==> src/rtl/fir_control_param.sv <==
// fir_control_param: FIR sequencer (load -> MAC -> add tree -> done) with tap-gated MAC enables,
// configurable add-tree latency, MAC watchdog and tap_num range checking.
module fir_control_param #(
  parameter int NUM_MAC      = 4,
  parameter int TAPS_PER_MAC = 8,
  parameter int TAP_W        = 6,
  parameter int ADD_LAT      = 2,
  parameter int MAC_TIMEOUT  = 64
) (
  input  logic               clk,
  input  logic               rst_n,
  input  logic               enable,
  input  logic               configuration,
  input  logic [TAP_W-1:0]   tap_num,
  input  logic               mac_done,
  output logic               done,
  output logic               load_enable,
  output logic               add_enable,
  output logic               config_enable,
  output logic [NUM_MAC-1:0] mac_enable,
  output logic               busy,
  output logic               cfg_err,
  output logic               timeout_err
);
  localparam int MAX_TAPS = NUM_MAC * TAPS_PER_MAC;
  localparam int MW       = $clog2(MAC_TIMEOUT);
  localparam int AW       = $clog2(ADD_LAT + 1);
  typedef enum logic [2:0] {IDLE, CONFIG, LOAD, MAC, ADD, DONE} state_t;
  state_t             state, state_nx;
  logic [TAP_W-1:0]   taps;
  logic [MW-1:0]      mac_cnt;
  logic [AW-1:0]      add_cnt;
  logic [NUM_MAC-1:0] mac_mask;
  logic               tap_ok, mac_last, add_last;
  assign tap_ok   = tap_num != '0 && tap_num <= TAP_W'(MAX_TAPS);
  assign mac_last = mac_cnt == MW'(MAC_TIMEOUT - 1);
  assign add_last = add_cnt == AW'(ADD_LAT - 1);
  // MAC unit i is needed whenever the tap count reaches into its slice of taps
  for (genvar i = 0; i < NUM_MAC; i++) begin : g_mask
    assign mac_mask[i] = taps > TAP_W'(i * TAPS_PER_MAC);
  end
  always_comb begin
    state_nx = state;
    case (state)
      IDLE:    state_nx = configuration ? CONFIG : enable ? LOAD : IDLE;
      CONFIG:  state_nx = IDLE;
      LOAD:    state_nx = MAC;
      MAC:     state_nx = mac_done ? ADD : mac_last ? IDLE : MAC;
      ADD:     state_nx = add_last ? DONE : ADD;
      DONE:    state_nx = enable ? LOAD : IDLE;
      default: state_nx = IDLE;
    endcase
  end
  always_ff @(posedge clk or negedge rst_n) begin
    if (!rst_n) begin
      state       <= IDLE;
      taps        <= TAP_W'(MAX_TAPS);
      mac_cnt     <= '0;
      add_cnt     <= '0;
      cfg_err     <= 1'b0;
      timeout_err <= 1'b0;
    end else begin
      state       <= state_nx;
      if (state == CONFIG && tap_ok) taps <= tap_num;
      mac_cnt     <= state == MAC ? mac_cnt + 1'b1 : '0;
      add_cnt     <= state == ADD ? add_cnt + 1'b1 : '0;
      cfg_err     <= state == CONFIG && !tap_ok;
      timeout_err <= state == MAC && !mac_done && mac_last;
    end
  end
  assign done          = state == DONE;
  assign load_enable   = state == LOAD;
  assign add_enable    = state == ADD;
  assign config_enable = state == CONFIG;
  assign mac_enable    = state == MAC ? mac_mask : '0;
  assign busy          = state != IDLE;
endmodule

==> config.mk <==
export PLATFORM = sky130hd
export DESIGN_NAME = fir_control_param
export DESIGN_NICKNAME = d
export VERILOG_FILES = /design/src/rtl/fir_control_param.sv
export SDC_FILE = /design/constraint.sdc
export NUM_CORES = 1
export LEC_CHECK = 0
export CORE_ASPECT_RATIO = 1.25
export CORE_MARGIN = 2
export CORE_UTILIZATION = 45
export DETAILED_ROUTE_END_ITERATION = 8
export GPL_ROUTABILITY_DRIVEN = 1
export PLACE_DENSITY = 0.77
export REMOVE_ABC_BUFFERS = 1
export SLEW_MARGIN = 40
export SYNTH_ARGS = -nofsm -noshare
export SYNTH_HDL_FRONTEND = slang
export SYNTH_SLANG_ARGS = --single-unit
==> constraint.sdc <==
create_clock -name clk -period 2.3 [get_ports clk]
set_input_delay 0.46 -clock clk [delete_from_list [all_inputs] [get_ports clk]]
set_output_delay 0.46 -clock clk [all_outputs]
set_load 0.05 [all_outputs]
==> results.sh, run 1 <==
export IMPL_routed_wl_mm=1.74
export IMPL_syn_avg_cell_area_sq_um=10.7
export IMPL_drv_slew=0
export IMPL_n_fill_cell=176
export IMPL_finalCriticalPeriod_ns=2.13
export IMPL_postCtsSetupRepairBufs=0
export IMPL_grt_usage=0.165
export IMPL_cp_num_buf_inv=1
export IMPL_cts_buffers=3
export IMPL_period_share=0.926
export IMPL_multi_input_area_sq_um=439
export IMPL_status="completed"
export IMPL_clock_sinks=19
export IMPL_drtPass1Iterations=4
export IMPL_final_area_sq_um=1260
export IMPL_max_cap_violations=0
export IMPL_drive_above_1_share=0.235
export IMPL_die_width_um=45.2
export IMPL_synth_edf_count=0
export IMPL_clock_latency_ns=0.28
export IMPL_worstPathArrival_ns=1.67
export IMPL_hold_ws_ns=0.435
export IMPL_grt_pass1_vias=757
export IMPL_avgRoutedWirePerCell_um=12.9
export IMPL_ir_drop_mv=0.756
export IMPL_final_core_util=0.636
export IMPL_criticalPathCategory="register to output port"
export IMPL_antenna_found_initial=0
export IMPL_fin_nets=129
export IMPL_crit_fanout=3
export IMPL_setup_viol=0
export IMPL_vias=717
export IMPL_clkTransAtPathRegs_ns=0.10
export IMPL_crit_slowest_cell="or3_1"
export IMPL_fp_dieH_um=55.5
export IMPL_cp_top_family="simple AND/OR/NAND/NOR gates"
export IMPL_io_pins=22
export IMPL_synth_seq_cells=19
export IMPL_synthCells=89
export IMPL_regArea_sq_um=477
export IMPL_drc_errors=0
export IMPL_grt_max_degree=20
export IMPL_start_util=0.482
export IMPL_hold_class="register to register"
export IMPL_p_leak_nw=0.600
export IMPL_max_freq_mhz=470
export IMPL_drt_antenna_violating_nets=0
export IMPL_synth_yosys_seq_area_share=0.499
export IMPL_cts_root_buf="clkbuf_4"
export IMPL_cp_cell_sequence="or3_1, nor3_1, a211oi_1, buf_12"
export IMPL_netlist_area_sq_um=955
export IMPL_syn_to_final_growth_pct=32.1
export IMPL_place_area_sq_um=1230
export IMPL_skew_ns=0.00201
export IMPL_slew_headroom=0.668
export IMPL_hold_violations=0
export IMPL_fp_coreArea_sq_um=1980
export IMPL_power_density_nw_per_um2=1180
export IMPL_critPathCaptureType="output port"
export IMPL_post_dp_hpwl_mm=1.37
export IMPL_grt_first_pass_wirelength_mm=3.06
export IMPL_diodes=0
export IMPL_place_congestion=0.799
export IMPL_p_total_mw=1.49
export IMPL_yosysWarnings=0
export IMPL_viasPerCell=5.31
export IMPL_cp_required_ns=1.84
export IMPL_htreeDepth=1
export IMPL_cts_buffer_depth=2
export IMPL_synth_flop_cell="dfrtp_1"
export IMPL_rows=18
export IMPL_cp_start_kind="register"
export IMPL_max_stage_delay_ns=0.42
export IMPL_io_buffers=21
export IMPL_die_area_sq_um=2510
export IMPL_tightest_slew_ns=0.498
export IMPL_drt_iter0_markers=6
export IMPL_yosysUniqueCellTypes=32
export IMPL_async_flop_share=1.00
export IMPL_grt_overflow=0
export IMPL_setup_tns_ns=0
export IMPL_rsz0062_at_grt="false"
export IMPL_cts_tree="built"
-- worst reg2reg max path, stage by stage, from the launching register on --
cell and delay, ns:
dfrtp_1 0.46, nand3b_4 0.22, clkinv_4 0.08, nand2_2 0.06, o21ai_4 0.25, mux2_4 0.33
-- cells by family (layout without fill, tap and decap cells) --
kind of cell / Yosys count / after routing / share of synthesized area
mux: 6 / 6 / 0.0904
fa+ha+maj: 2 / 2 / 0.0262
simple gates: 35 / 35 / 0.204
xor+xnor: 5 / 5 / 0.0459
buf+inv: 9 / 35 / 0.0406
flops: 19 / 19 / 0.499
compound gates: 13 / 13 / 0.0931
-- placed cells by master, fill, tap and decap left out --
| cell type | netlist | routed |
|---|---|---|
| a211oi_1 | 1 | 1 |
| a21oi_1 | 3 | 3 |
| a31oi_1 | 1 | 1 |
| a32o_1 | 1 | 1 |
| and2_1 | 1 | 1 |
| and2_2 | 1 | 1 |
| and3_1 | 3 | 3 |
| buf_12 | 0 | 4 |
| buf_4 | 0 | 5 |
| clkbuf_1 | 1 | 1 |
| clkbuf_4 | 0 | 3 |
| clkdlybuf4s50_1 | 0 | 12 |
| clkinv_4 | 1 | 1 |
| dfrtp_1 | 18 | 18 |
| dfstp_2 | 1 | 1 |
| dlygate4sd2_1 | 0 | 1 |
| dlymetal6s2s_1 | 0 | 1 |
| ha_1 | 2 | 2 |
| inv_1 | 6 | 6 |
| inv_2 | 1 | 1 |
| mux2_2 | 1 | 1 |
| mux2_4 | 5 | 5 |
| nand2_1 | 3 | 3 |
| nand2_2 | 1 | 1 |
| nand3_1 | 3 | 3 |
| nand3b_4 | 1 | 1 |
| nand4_2 | 1 | 1 |
| nor2_1 | 14 | 14 |
| nor2b_1 | 1 | 1 |
| nor3_1 | 2 | 2 |
| nor3b_1 | 2 | 2 |
| o21ai_0 | 5 | 5 |
| o21ai_4 | 1 | 1 |
| o311ai_0 | 1 | 1 |
| or3_1 | 1 | 1 |
| or3_2 | 1 | 1 |
| xnor2_1 | 3 | 3 |
| xor2_1 | 2 | 2 |
-- area by class of cell --
cell class / instances / share of cell area
flip-flops and latches: 19 / 0.378
multi-input cells: 61 / 0.348
repair buffers: 23 / 0.205
inverters: 8 / 0.0278
clock buffers: 4 / 0.0208
well taps: 20 / 0.0198
-- sequential cells by signal (all words and copies together) (netlist names) --
register and flops:
cfg_err 1, timeout_err 1, state 3, add_cnt 2
mac_cnt 6, taps 6
-- cell usage after synthesis, types with 2 or more instances --
cell type,instances,area (sq um)
dfrtp_1,18,450
nor2_1,14,52.6
inv_1,6,22.5
mux2_4,5,75.1
o21ai_0,5,25.0
a21oi_1,3,15.0
and3_1,3,18.8
nand2_1,3,11.3
nand3_1,3,15.0
xnor2_1,3,26.3
ha_1,2,25.0
nor3_1,2,10.0
nor3b_1,2,15.0
xor2_1,2,17.5
-- worst paths after layout --
path	slack (ns)	start	depth (start not counted)	end
min in group asynchronous	0.49	rst_n	2	mac_cnt[0]$_DFF_PN0_
min reg2reg	0.43	add_cnt[0]$_DFF_PN0_	1	add_cnt[0]$_DFF_PN0_
min	0.43	add_cnt[0]$_DFF_PN0_	1	add_cnt[0]$_DFF_PN0_
max	0.17	taps[0]$_DFFE_PN0P_	4	mac_enable[2]
max reg2reg	0.79	state[1]$_DFF_PN0_	5	taps[0]$_DFFE_PN0P_
max in group asynchronous	1.55	rst_n	2	taps[5]$_DFFE_PN1P_
-- power breakdown --
| part | internal (mW) | switching (mW) |
|---|---|---|
| combinational | 0.347 | 0.450 |
| clock | 0.0672 | 0.0908 |
| sequential | 0.433 | 0.104 |
| total | 0.848 | 0.645 |
-- through the flow --
stage | std cells | setup WS [ns]
final | 135 | 0.170
after global routing | 135 | 0.0810
after CTS | 135 | 0.0182
after detailed placement | 131 | 0.215
after global placement | 131 | 0.242
after floorplan | 88 | -0.164
-- layer usage --
metal  vias to the layer above  routed length (um)  GRT usage
met1                       336                 759      0.205
met4                         0                  29     0.0924
met2                        24                 849      0.259
met5                         -                   0          0
met3                         2                 106     0.0294
li1                        355                   -          -
-- repair_timing --
action / CTS / global route
setup endpoints to repair: 1 / 1
hold buffers: 0 / 0
gates resized for setup: 1 / 1
Note: power is estimated with default switching activity, not from simulation.
==> inputs of run 2 (changes only) <==
==> constraint.sdc (replaced) <==
create_clock -name clk -period 2.8 [get_ports clk]
set_input_delay 0.56 -clock clk [delete_from_list [all_inputs] [get_ports clk]]
set_output_delay 0.56 -clock clk [all_outputs]
set_load 0.05 [all_outputs]
==> run 2 against run 1 <==
Effect of this change:
- critical endpoint is now mac_enable[0]
- cell count down 0.74%
- clock skew up 0.0029 ns
- die area stayed put
- critical path type unchanged
==> results.sh, run 2 (synthesis gave the netlist of run 1 again) <==
export IMPL_status="completed"
export IMPL_fp_coreArea_sq_um=1980
export IMPL_grt_usage=0.157
export IMPL_cts_tree="built"
export IMPL_finalCriticalPeriod_ns=2.68
export IMPL_rows=18
export IMPL_p_leak_nw=0.559
export IMPL_slew_headroom=0.654
export IMPL_start_util=0.482
export IMPL_rsz0062_at_grt="false"
export IMPL_post_dp_hpwl_mm=1.29
export IMPL_cts_root_buf="clkbuf_4"
export IMPL_final_common_cell="clkdlybuf4s50_1"
export IMPL_fp_dieH_um=55.5
export IMPL_max_stage_delay_ns=0.70
export IMPL_final_area_sq_um=1210
export IMPL_cp_start_kind="register"
export IMPL_place_congestion=0.766
export IMPL_max_cap_violations=0
export IMPL_vias=726
export IMPL_die_area_sq_um=2510
export IMPL_place_area_sq_um=1190
export IMPL_tightest_slew_ns=0.517
export IMPL_hold_class="input pin to asynchronous set/reset pin"
export IMPL_syn_to_final_growth_pct=27.1
export IMPL_hold_violations=0
export IMPL_drc_errors=0
export IMPL_io_buffers=21
export IMPL_grt_max_degree=20
export IMPL_routed_wl_mm=1.70
export IMPL_cp_cell_sequence="or3_1, nor3_1, a21oi_1, clkdlybuf4s50_1"
export IMPL_power_density_nw_per_um2=977
export IMPL_cts_buffers=3
export IMPL_holdBufCountCts=0
export IMPL_cts_buffer_depth=2
export IMPL_criticalPathCategory="register to output port"
export IMPL_crit_fanout=3
export IMPL_final_cell_mix="19 x clkdlybuf4s50_1, 18 x dfrtp_1, 14 x nor2_1"
export IMPL_max_freq_mhz=373
export IMPL_r2r_start="state[1]$_DFF_PN0_"
export IMPL_drive_above_1_share=0.193
export IMPL_setup_tns_ns=0
export IMPL_drtPass1Iterations=4
export IMPL_skew_ns=0.00491
export IMPL_drv_slew=0
export IMPL_fin_nets=128
export IMPL_clock_sinks=19
export IMPL_drt_iter0_markers=14
export IMPL_cts_resized=0
export IMPL_crit_slowest_cell="clkdlybuf4s50_1"
export IMPL_multi_input_area_sq_um=439
export IMPL_cp_required_ns=2.24
export IMPL_period_share=0.956
export IMPL_grt_first_pass_wirelength_mm=2.87
export IMPL_postCtsSetupRepairBufs=0
export IMPL_critPathCaptureType="output port"
export IMPL_drt_antenna_violating_nets=0
export IMPL_regArea_sq_um=477
export IMPL_ir_drop_mv=0.514
export IMPL_antenna_found_initial=0
export IMPL_worstPathArrival_ns=2.12
export IMPL_crit_path_start="taps[0]$_DFFE_PN0P_"
export IMPL_htreeDepth=1
export IMPL_grt_overflow=0
export IMPL_clock_latency_ns=0.30
export IMPL_reg_largest_list="mac_cnt: 6 flops, taps: 6 flops, state: 3 flops"
export IMPL_diodes=0
export IMPL_viasPerCell=5.42
export IMPL_die_width_um=45.2
export IMPL_avgRoutedWirePerCell_um=12.7
export IMPL_clkTransAtPathRegs_ns=0.11
export IMPL_n_fill_cell=182
export IMPL_grt_pass1_vias=674
export IMPL_setup_viol=0
export IMPL_io_pins=22
## run 2: metrics by stage
step / utilization / std cells / worst slack [ns] / hold WS (ns) / total power [mW]
floorplan: - / 88 / 0.236 / 0.264 / 0.870
global placement: 0.601 / 130 / 0.488 / 0.423 / 1.04
detailed placement: 0.601 / 130 / 0.466 / 0.431 / 1.05
CTS: 0.615 / 134 / 0.106 / 0.447 / 1.20
global route: 0.612 / 134 / 0.0565 / 0.195 / 1.26
finish: 0.612 / 134 / 0.122 / 0.169 / 1.19
## run 2: area by class of cell
class / count / area share
well taps: 20 / 0.0206
clock inverters: 1 / 0.00412
clock buffers: 3 / 0.0186
repair buffers: 22 / 0.173
flip-flops and latches: 19 / 0.393
inverters: 8 / 0.0289
multi-input cells: 61 / 0.362
## run 2: per-layer routing
metal  share of wire  track usage
met2            0.47        0.243
met5               0            0
met4           0.028       0.0966
met1            0.42        0.192
met3           0.070       0.0327
## run 2: path summary, 6_finish.rpt
kind,cells past startpoint,to,slack (ns)
max in group asynchronous,1,taps[5]$_DFFE_PN1P_,2.30
worst min register to register,1,add_cnt[0]$_DFF_PN0_,0.44
worst max-delay path,4,mac_enable[0],0.12
min in group clk,1,add_cnt[0]$_DFF_PN0_,0.44
worst max register to register,5,taps[0]$_DFFE_PN0P_,1.30
worst min-delay path,1,mac_cnt[0]$_DFF_PN0_,0.17
## run 2: report_power, final
group / internal (mW) / switching (mW)
logic: 0.255 / 0.353
clock network: 0.0532 / 0.0855
registers: 0.356 / 0.0831
total: 0.664 / 0.522
## run 2: critical path, delay by kind of cell, from the launching register on
kind | cells | cell delay, ns
AOI/OAI and AO/OA | 1 | 0.10
buffers and inverters | 1 | 0.70
DFF | 1 | 0.40
and+or+nand+nor | 2 | 0.62
==> inputs of run 3 (changes only) <==
--- a/config.mk
+++ b/config.mk
@@ -7,10 +7,10 @@
 export LEC_CHECK = 0
 export CORE_ASPECT_RATIO = 1.25
 export CORE_MARGIN = 2
-export CORE_UTILIZATION = 45
+export CORE_UTILIZATION = 25
 export DETAILED_ROUTE_END_ITERATION = 8
 export GPL_ROUTABILITY_DRIVEN = 1
-export PLACE_DENSITY = 0.77
+export PLACE_DENSITY = 0.5
 export REMOVE_ABC_BUFFERS = 1
 export SLEW_MARGIN = 40
 export SYNTH_ARGS = -nofsm -noshare
==> run 3 against run 2 <==
Effect of this change:
- maximum frequency grew 6.3%
- clock power grew 35%
- count of clock-buffer cells in the layout is the same
- core utilization shrank 28 points
- sequential power is essentially flat
- routed wire length grew 11%
- global-route usage shrank 6.1 points
- die area grew 73%
- design area grew 3.2%
- critical path depth is the same
- first-iteration DRC count shrank 57%
==> results.sh, run 3 (synthesis gave the netlist of run 1 again) <==
export IMPL_cp_cell_sequence="or3_1, a31oi_1, nor2_1, clkdlybuf4s50_1"
export IMPL_grt_first_pass_wirelength_mm=3.19
export IMPL_drt_iter0_markers=6
export IMPL_grt_overflow=0
export IMPL_hold_class="input pin to asynchronous set/reset pin"
export IMPL_fp_coreArea_sq_um=3720
export IMPL_dr_wl_met3_um=81
export IMPL_final_area_sq_um=1250
export IMPL_drv_slew=0
export IMPL_hold_ws_ns=0.240
export IMPL_max_cap_violations=0
export IMPL_grt_pass1_vias=683
export IMPL_viasPerCell=4.49
export IMPL_post_dp_hpwl_mm=1.45
export IMPL_routed_wl_met2_um=936
export IMPL_antenna_found_initial=0
export IMPL_cts_buffers=3
export IMPL_skew_ns=0.00654
export IMPL_rows=25
export IMPL_place_worst_setup_slack_ns=0.543
export IMPL_drive_above_1_share=0.211
export IMPL_cts_buffer_depth=2
export IMPL_period_share=0.900
export IMPL_clock_latency_ns=0.25
export IMPL_max_stage_delay_ns=0.69
export IMPL_place_area_sq_um=1210
export IMPL_holdBufCountCts=0
export IMPL_postCtsSetupRepairBufs=0
export IMPL_cts_tree="built"
export IMPL_drt_antenna_violating_nets=0
export IMPL_syn_to_final_growth_pct=31.2
export IMPL_cts_root_buf="clkbuf_8"
export IMPL_cp_required_ns=2.24
export IMPL_place_congestion=0.788
export IMPL_finalCriticalPeriod_ns=2.52
export IMPL_power_density_nw_per_um2=984
export IMPL_crit_fanout=3
export IMPL_drc_errors=0
export IMPL_diodes=0
export IMPL_crit_slowest_cell="clkdlybuf4s50_1"
export IMPL_setup_ws_ns=0.280
export IMPL_slew_headroom=0.666
export IMPL_reg_largest_list="mac_cnt: 6 flops, taps: 6 flops, state: 3 flops"
export IMPL_clock_sinks=19
export IMPL_hold_violations=0
export IMPL_setup_tns_ns=0
export IMPL_routed_wl_mm=1.89
export IMPL_io_buffers=21
export IMPL_htreeDepth=1
export IMPL_criticalPathCategory="register to output port"
export IMPL_cp_start_kind="register"
export IMPL_tightest_slew_ns=0.499
export IMPL_critPathCaptureType="output port"
export IMPL_final_cell_mix="18 x dfrtp_1, 17 x clkdlybuf4s50_1, 14 x nor2_1"
export IMPL_setup_viol=0
export IMPL_clkTransAtPathRegs_ns=0.07
export IMPL_die_width_um=59.3
export IMPL_cp_num_buf_inv=1
export IMPL_drtPass1Iterations=4
export IMPL_highest_layer="met4"
export IMPL_io_pins=22
export IMPL_grt_max_degree=20
export IMPL_max_freq_mhz=397
export IMPL_final_common_cell="dfrtp_1"
export IMPL_p_leak_nw=0.570
export IMPL_fin_nets=128
export IMPL_fp_dieH_um=73.1
export IMPL_n_fill_cell=389
export IMPL_grt_usage=0.0959
export IMPL_ir_drop_mv=0.239
export IMPL_rsz0062_at_grt="false"
export IMPL_avgRoutedWirePerCell_um=12.2
export IMPL_cp_top_family="buffers and inverters"
export IMPL_cts_resized=0
export IMPL_met1_length_um=854
export IMPL_die_area_sq_um=4330
export IMPL_start_util=0.256
export IMPL_vias=692
export IMPL_worstPathArrival_ns=1.96
export IMPL_status="completed"
==> run 3: cell types whose count changed in the layout (fill, tap and decap cells not counted) <==
cell             previous run  this run
clkdlybuf4s50_1            19        17
clkbuf_8                    0         3
clkbuf_4                    3         0
buf_4                       2         4
==> run 3: per-stage QoR <==
stage	cells	power (mW)	utilization
2_1_floorplan	88	0.870	-
3_3_place_gp	150	1.05	0.325
3_5_place_dp	150	1.06	0.324
4_1_cts	154	1.25	0.336
5_1_grt	154	1.31	0.336
6_report	154	1.23	0.336
==> run 3: where the power goes <==
part           total (mW)  internal [mW]  switching, mW
sequential          0.437          0.356         0.0807
combinational       0.608          0.251          0.357
clock               0.187         0.0987         0.0883
total                1.23          0.706          0.526
==> run 3: final cells by class <==
cell class	count	area, sq um	area share
inverters	8	35.0	0.0280
clock inverters	1	5.00	0.00400
multi-input cells	61	439	0.351
well taps	40	50.0	0.0400
flip-flops and latches	19	477	0.381
repair buffers	22	205	0.164
clock buffers	3	41.3	0.0330
==> run 3: path summary, 6_finish.rpt <==
check                                startpoint                    to  slack (ns)  depth (start not counted)
setup / recovery            taps[0]$_DFFE_PN0P_         mac_enable[3]        0.28                          4
hold / removal                            rst_n    state[1]$_DFF_PN0_        0.24                          1
setup reg to reg             state[1]$_DFF_PN0_   taps[0]$_DFFE_PN0P_        1.30                          5
hold reg to reg            add_cnt[0]$_DFF_PN0_  add_cnt[0]$_DFF_PN0_        0.44                          1
max in group asynchronous                 rst_n   taps[5]$_DFFE_PN1P_        2.22                          1
min in group clk           add_cnt[0]$_DFF_PN0_  add_cnt[0]$_DFF_PN0_        0.44                          1
==> run 3: routing by layer <==
layer | track usage | vias to the layer above
met5 | 0 | -
met4 | 0.0455 | 0
met3 | 0.0106 | 2
met2 | 0.156 | 17
met1 | 0.125 | 320
li1 | - | 353
